`src/rtl/qarma_tweak_pkg.sv`:
```
// Shared constants and types for the QARMA tweak schedule: cell shuffle
// permutations, the omega-LFSR cell mask and the schedule state encoding.
package qarma_tweak_pkg;

    // Cell shuffle h, 4 bits per entry, entry 0 in the most significant nibble.
    localparam logic [63:0] H_PERM = {4'd6, 4'd5, 4'd14, 4'd15, 4'd0, 4'd1, 4'd2, 4'd3,
                                      4'd7, 4'd12, 4'd13, 4'd4, 4'd8, 4'd9, 4'd10, 4'd11};

    localparam logic [63:0] H_INV_PERM = {4'd4, 4'd5, 4'd6, 4'd7, 4'd11, 4'd1, 4'd0, 4'd8,
                                          4'd12, 4'd13, 4'd14, 4'd15, 4'd9, 4'd10, 4'd2, 4'd3};

    // Bit 15 is cell 0.
    localparam logic [15:0] LFSR_MASK = 16'b1101_1000_1001_0100;

    typedef enum logic [1:0] {
        IDLE   = 2'd0,
        PASS_A = 2'd1,
        PASS_B = 2'd2
    } state_e;

    function automatic int perm_src(input logic [63:0] perm, input int idx);
        return int'(perm[63 - 4*idx -: 4]);
    endfunction

endpackage

```
`src/rtl/qarma_tweak_schedule_step.sv`:
```
// One combinational QARMA tweak update: forward (shuffle h, then omega-LFSR)
// or inverse (inverse LFSR, then inverse shuffle), selected by inv_i.
module qarma_tweak_step
    import qarma_tweak_pkg::*;
#(
    parameter int CELL_W = 8
) (
    input  logic [16*CELL_W-1:0] tk_i,
    input  logic                 inv_i,
    output logic [16*CELL_W-1:0] tk_o
);

    localparam int W   = 16 * CELL_W;
    localparam int TAP = (CELL_W == 4) ? 1 : 2;

    function automatic logic [CELL_W-1:0] lfsr_fwd(input logic [CELL_W-1:0] c);
        return {c[0] ^ c[TAP], c[CELL_W-1:1]};
    endfunction

    // Undo lfsr_fwd: the old low bit is recovered from the feedback bit.
    function automatic logic [CELL_W-1:0] lfsr_inv(input logic [CELL_W-1:0] c);
        return {c[CELL_W-2:0], c[CELL_W-1] ^ c[TAP-1]};
    endfunction

    logic [W-1:0] shf_s;
    logic [W-1:0] fwd_s;
    logic [W-1:0] unl_s;
    logic [W-1:0] bwd_s;

    for (genvar i = 0; i < 16; i++) begin : g_cell
        localparam int SRC_F = perm_src(H_PERM, i);
        localparam int SRC_I = perm_src(H_INV_PERM, i);

        assign shf_s[W-1-i*CELL_W -: CELL_W] = tk_i[W-1-SRC_F*CELL_W -: CELL_W];
        assign bwd_s[W-1-i*CELL_W -: CELL_W] = unl_s[W-1-SRC_I*CELL_W -: CELL_W];

        if (LFSR_MASK[15-i]) begin : g_lfsr
            assign fwd_s[W-1-i*CELL_W -: CELL_W] = lfsr_fwd(shf_s[W-1-i*CELL_W -: CELL_W]);
            assign unl_s[W-1-i*CELL_W -: CELL_W] = lfsr_inv(tk_i[W-1-i*CELL_W -: CELL_W]);
        end else begin : g_pass
            assign fwd_s[W-1-i*CELL_W -: CELL_W] = shf_s[W-1-i*CELL_W -: CELL_W];
            assign unl_s[W-1-i*CELL_W -: CELL_W] = tk_i[W-1-i*CELL_W -: CELL_W];
        end
    end

    assign tk_o = inv_i ? bwd_s : fwd_s;

endmodule

```
`src/rtl/qarma_tweak_schedule.sv`:
```
// Iterative QARMA tweak-schedule generator streaming one round tweak per handshake.
// Define QARMA_TWEAK_MIRROR_EN to append the reflected schedule (PASS_B).
module qarma_tweak_schedule
    import qarma_tweak_pkg::*;
#(
    parameter int CELL_W = 8,
    parameter int ROUNDS = 8
) (
    input  logic                 clk,
    input  logic                 rst_n,
    input  logic                 start_i,
    input  logic                 dir_i,
    input  logic [16*CELL_W-1:0] tweak_i,
    output logic [16*CELL_W-1:0] rtk_o,
    output logic                 rtk_valid_o,
    input  logic                 rtk_ready_i,
    output logic [7:0]           round_o,
    output logic                 busy_o,
    output logic                 done_o
);

    localparam int W = 16 * CELL_W;
    localparam logic [7:0] LAST_A = 8'(ROUNDS - 1);
`ifdef QARMA_TWEAK_MIRROR_EN
    localparam logic [7:0] LAST_B = 8'(2 * ROUNDS - 1);
`endif

    state_e       state_q, state_d;
    logic [W-1:0] tk_q, tk_d;
    logic [7:0]   round_q, round_d;
    logic         dir_q, dir_d;
    logic         valid_q, valid_d;
    logic         busy_q, busy_d;
    logic         done_q, done_d;

    logic         hs_s;
    logic         step_inv_s;
    logic [W-1:0] step_tk_s;

    assign hs_s = valid_q & rtk_ready_i;

    // The reflected pass walks the schedule back in the opposite direction.
`ifdef QARMA_TWEAK_MIRROR_EN
    assign step_inv_s = (state_q == PASS_B) ? ~dir_q : dir_q;
`else
    assign step_inv_s = dir_q;
`endif

    qarma_tweak_step #(.CELL_W(CELL_W)) u_step (
        .tk_i  (tk_q),
        .inv_i (step_inv_s),
        .tk_o  (step_tk_s)
    );

    // Next-state logic: load on start, advance on each handshake, finish after the last one.
    always_comb begin
        state_d = state_q;
        tk_d    = tk_q;
        round_d = round_q;
        dir_d   = dir_q;
        valid_d = valid_q;
        busy_d  = busy_q;
        done_d  = 1'b0;
        case (state_q)
            IDLE: begin
                if (start_i) begin
                    tk_d    = tweak_i;
                    dir_d   = dir_i;
                    round_d = 8'd0;
                    valid_d = 1'b1;
                    busy_d  = 1'b1;
                    state_d = PASS_A;
                end else begin
                    valid_d = 1'b0;
                    busy_d  = 1'b0;
                end
            end
            PASS_A: begin
                if (hs_s) begin
                    if (round_q < LAST_A) begin
                        tk_d    = step_tk_s;
                        round_d = round_q + 8'd1;
                    end else begin
`ifdef QARMA_TWEAK_MIRROR_EN
                        // First reflected tweak repeats the last forward one.
                        round_d = round_q + 8'd1;
                        state_d = PASS_B;
`else
                        round_d = 8'd0;
                        valid_d = 1'b0;
                        busy_d  = 1'b0;
                        done_d  = 1'b1;
                        state_d = IDLE;
`endif
                    end
                end else begin
                    state_d = PASS_A;
                end
            end
`ifdef QARMA_TWEAK_MIRROR_EN
            PASS_B: begin
                if (hs_s) begin
                    if (round_q < LAST_B) begin
                        tk_d    = step_tk_s;
                        round_d = round_q + 8'd1;
                    end else begin
                        round_d = 8'd0;
                        valid_d = 1'b0;
                        busy_d  = 1'b0;
                        done_d  = 1'b1;
                        state_d = IDLE;
                    end
                end else begin
                    state_d = PASS_B;
                end
            end
`endif
            default: begin
                round_d = 8'd0;
                valid_d = 1'b0;
                busy_d  = 1'b0;
                state_d = IDLE;
            end
        endcase
    end

    // State and output registers.
    always_ff @(posedge clk or negedge rst_n) begin
        if (!rst_n) begin
            state_q <= IDLE;
            tk_q    <= '0;
            round_q <= 8'd0;
            dir_q   <= 1'b0;
            valid_q <= 1'b0;
            busy_q  <= 1'b0;
            done_q  <= 1'b0;
        end else begin
            state_q <= state_d;
            tk_q    <= tk_d;
            round_q <= round_d;
            dir_q   <= dir_d;
            valid_q <= valid_d;
            busy_q  <= busy_d;
            done_q  <= done_d;
        end
    end

    assign rtk_o       = tk_q;
    assign rtk_valid_o = valid_q;
    assign round_o     = round_q;
    assign busy_o      = busy_q;
    assign done_o      = done_q;

endmodule

```
`config.mk`:
```
export PLATFORM = sky130hd
export DESIGN_NAME = qarma_tweak_schedule
export DESIGN_NICKNAME = d
export VERILOG_FILES = /design/src/rtl/qarma_tweak_pkg.sv /design/src/rtl/qarma_tweak_schedule_step.sv /design/src/rtl/qarma_tweak_schedule.sv
export SDC_FILE = /design/constraint.sdc
export NUM_CORES = 1
export LEC_CHECK = 0
export BUFFER_PORTS_ARGS = -buffer_cell sky130_fd_sc_hd__buf_4
export CELL_PAD_IN_SITES_DETAIL_PLACEMENT = 2
export CELL_PAD_IN_SITES_GLOBAL_PLACEMENT = 2
export CORE_MARGIN = 2
export CORE_UTILIZATION = 35
export CTS_CLUSTER_SIZE = 14
export DETAILED_ROUTE_END_ITERATION = 6
export PLACE_DENSITY_LB_ADDON = 0.1
export SLEW_MARGIN = 25
export SYNTH_ARGS = -nofsm -noshare
export SYNTH_HDL_FRONTEND = slang
export SYNTH_HIERARCHICAL = 1
export SYNTH_SLANG_ARGS = --single-unit
export TNS_END_PERCENT = 50
```
`constraint.sdc`:
```
create_clock -name clk -period 3.11 [get_ports clk]
set_clock_uncertainty 0.2 [all_clocks]
set_input_delay 0.4665 -clock clk [delete_from_list [all_inputs] [get_ports clk]]
set_output_delay 0.4665 -clock clk [all_outputs]
set_load 0.005 [all_outputs]
```
==> results.toml <==
[placement]
placed_area_um2 = 11000
io_buffers = 271
dpl.hpwl_um = 23100
gp_congestion = 0.788

[timing]
worstMarginPinSlew_ns = 0.921
max_clock_freq_mhz = 423
finalSetupViolations = 0
finalCriticalPeriod_ns = 2.36
post-route-period-util = 0.759
maxSlewHeadroom = 0.386
hold_violations = 0
fin_tns_setup_ns = 0
rsz0062_at_grt = "false"
maxSlewViolCount = 0

[clock_tree]
cts_setup_buffers = 0
clock-sinks = 140
cts_resized = 0
htree_num_levels = 4
clk_path_buf_depth = 2
cts_buffers = 17
cts_hold_buffers = 1
tritoncts = "done"
insertion_delay_ns = 0.43
clk_pin_slew_ns = 0.07
cts-root-buf = "clkbuf_16"

[route]
post_drt_wl_per_cell_um = 24.6
routed_wl_um = 33700
drtAntennaViolNets = 0
drt-pass1-iter-count = 5
drtIter0Drc = 410
vias_per_cell = 5.57
drc = 0
vias = 7614

[finish]
nNetsFinal = 1164
fin_area_um2 = 11500
n_antenna_cell = 0
areaGrowthSynthToFinish_pct = 33.5
drive_gt1_frac = 0.419
fillers = 2556
multiInputGateArea_um2 = 4710
seq_area_um2 = 3510

[synth]
postSynthAreaPerCell_um2 = 10.8
netlist_area_um2 = 8640
ys_seq_area_frac = 0.406
yosys.area.top_type = "dfrtp_1"
synthDominantCellAreaShare = 0.406
syn-num-nets = 933
synth_area_leaders = "dfrtp_1 (41%), mux2i_1 (15%), a22oi_1 (11%)"
synth_seq_cells = 140
yosysWarnings = 6
postSynthCellCount = 799
synthDistinctLibCells = 31

[grt]
grt_max_degree = 113
track_usage = 0.261
grt_overflow = 0
antenna_found_initial = 0
grt_pass1_vias = 8325
grt_pass1_wl_um = 52100

[critical_path]
critical_path_class = "flop to flop"
arrival_ns = 2.43
reg2regPathDepth = 4
cp-end-kind = "flop"
start_kind = "flop"
worst-endpoint-required_ns = 3.18
crit_fanout = 64

[pwr]
peakVddDrop_mv = 0.325
p_leak_nw = 5.94
p_per_area_nw_per_um2 = 1090

[die]
ioPinCount = 272
initial_core_util = 0.356
dieArea_um2 = 25900
coreArea_um2 = 24200
fp.dieW_um = 161
die_h_um = 161
row_count = 57

[flow_run]
maxCapViolCount = 0

[min_path]
min_path_cells = 3
hp-class = "input pin to flop"

[status]
outcome = "completed"
## per-stage QoR
step | hold slack (ns) | utilization | cells | power, W | setup WS [ns]
global placement | 0.273 | 0.452 | 1334 | 0.0103 | 0.857
detailed placement | 0.280 | 0.452 | 1334 | 0.0106 | 0.790
floorplan | -0.0291 | - | 799 | 0.00768 | 1.14
finish | 0.0269 | 0.475 | 1367 | 0.0126 | 0.749
CTS | 0.0176 | 0.475 | 1367 | 0.0126 | 0.762
global route | 0.0436 | 0.475 | 1367 | 0.0134 | 0.649
## power by group
part / internal (W) / switching, W
Combinational: 0.00368 / 0.00270
Clock: 0.00113 / 0.000870
Sequential: 0.00266 / 0.00151
Total: 0.00747 / 0.00509
## worst max-delay path: stages, from the launching register on
cell and delay [ns]:
dfrtp_1 0.44, or4_1 0.59, o31ai_4 0.42, buf_12 0.33, a22oi_1 0.17
## per-layer routing
layer | global-route usage | up-vias | wire length, um
li1 | - | 3386 | -
met1 | 0.366 | 3964 | 15700
met2 | 0.420 | 239 | 16000
met3 | 0.0449 | 25 | 1550
met4 | 0.0625 | 0 | 444
met5 | 0 | - | 0
## cell type report
type                       instances  share of cell area
multi-input combinational        578               0.409
sequential                       140               0.305
timing repair buffer             288               0.201
clock buffer                      20              0.0387
tap                              324              0.0352
clock inverter                    12             0.00977
inverter                           5             0.00163
## Yosys cell counts (all sizes together)
master and instances:
a31o 1, and4 1, nand2b 1, o21ai 10, a22oi 128, ha 1
xnor2 14, a21o 1, o211ai 1, nand3 4, nor4 1, inv 5
o2bb2ai 1, o2111ai 3, nand2 10, clkbuf 33, mux2 114, nor2b 1
a21oi 14, buf 43, and3 3, a32oi 1, o31ai 1, or4 1
mux2i 128, dfrtp 140, nor2 138
## placed cells by master (no fill, tap or decap), types with 3 or more instances in the layout
cell type   Yosys  final
inv_1           5      5
buf_12          0     12
o2111ai_1       3      3
mux2_4         52     52
inv_6           0      3
a21oi_1        14     14
clkbuf_16       0     17
mux2i_1       128    128
clkinvlp_4      0      5
dfrtp_1       140    138
and3_1          3      3
a22oi_1       128    128
xnor2_1        14     14
buf_4          13    274
nand2_1        10     10
o21ai_0        10     10
nor2_1        138    138
mux2_2         62     62
nand3_1         4      3
## state kept, by name, indices dropped and copies added, names as in the netlist
name / flops
busy_o: 1
state_q: 1
dir_q: 1
round_o: 8
done_o: 1
rtk_o: 128
## worst paths after layout
kind / start / to / slack [ns]
worst max-delay path: round_o[5] / rtk_o[71] / 0.75
worst min-delay path: dir_i / dir_q / 0.03
worst max register to register: round_o[5] / rtk_o[71] / 0.75
worst min register to register: round_o[7] / round_o[7] / 0.38
max in group asynchronous: rst_n / rtk_o[103] / 1.40
min in group asynchronous: rst_n / rtk_o[116] / 0.41
## cells by family (layout without fill, tap and decap cells)
kind of cell / Yosys count / after routing / share of synthesized area
xor gates and xnor gates: 14 / 14 / 0.0142
DFF: 140 / 140 / 0.406
adders and majority gates: 1 / 1 / 0.00145
AOI/OAI and AO/OA: 161 / 161 / 0.134
buffers and inverters: 81 / 325 / 0.0517
muxes: 242 / 242 / 0.320
and+or+nand+nor: 160 / 160 / 0.0729
No activity file was read; power rests on OpenSTA's default activity.
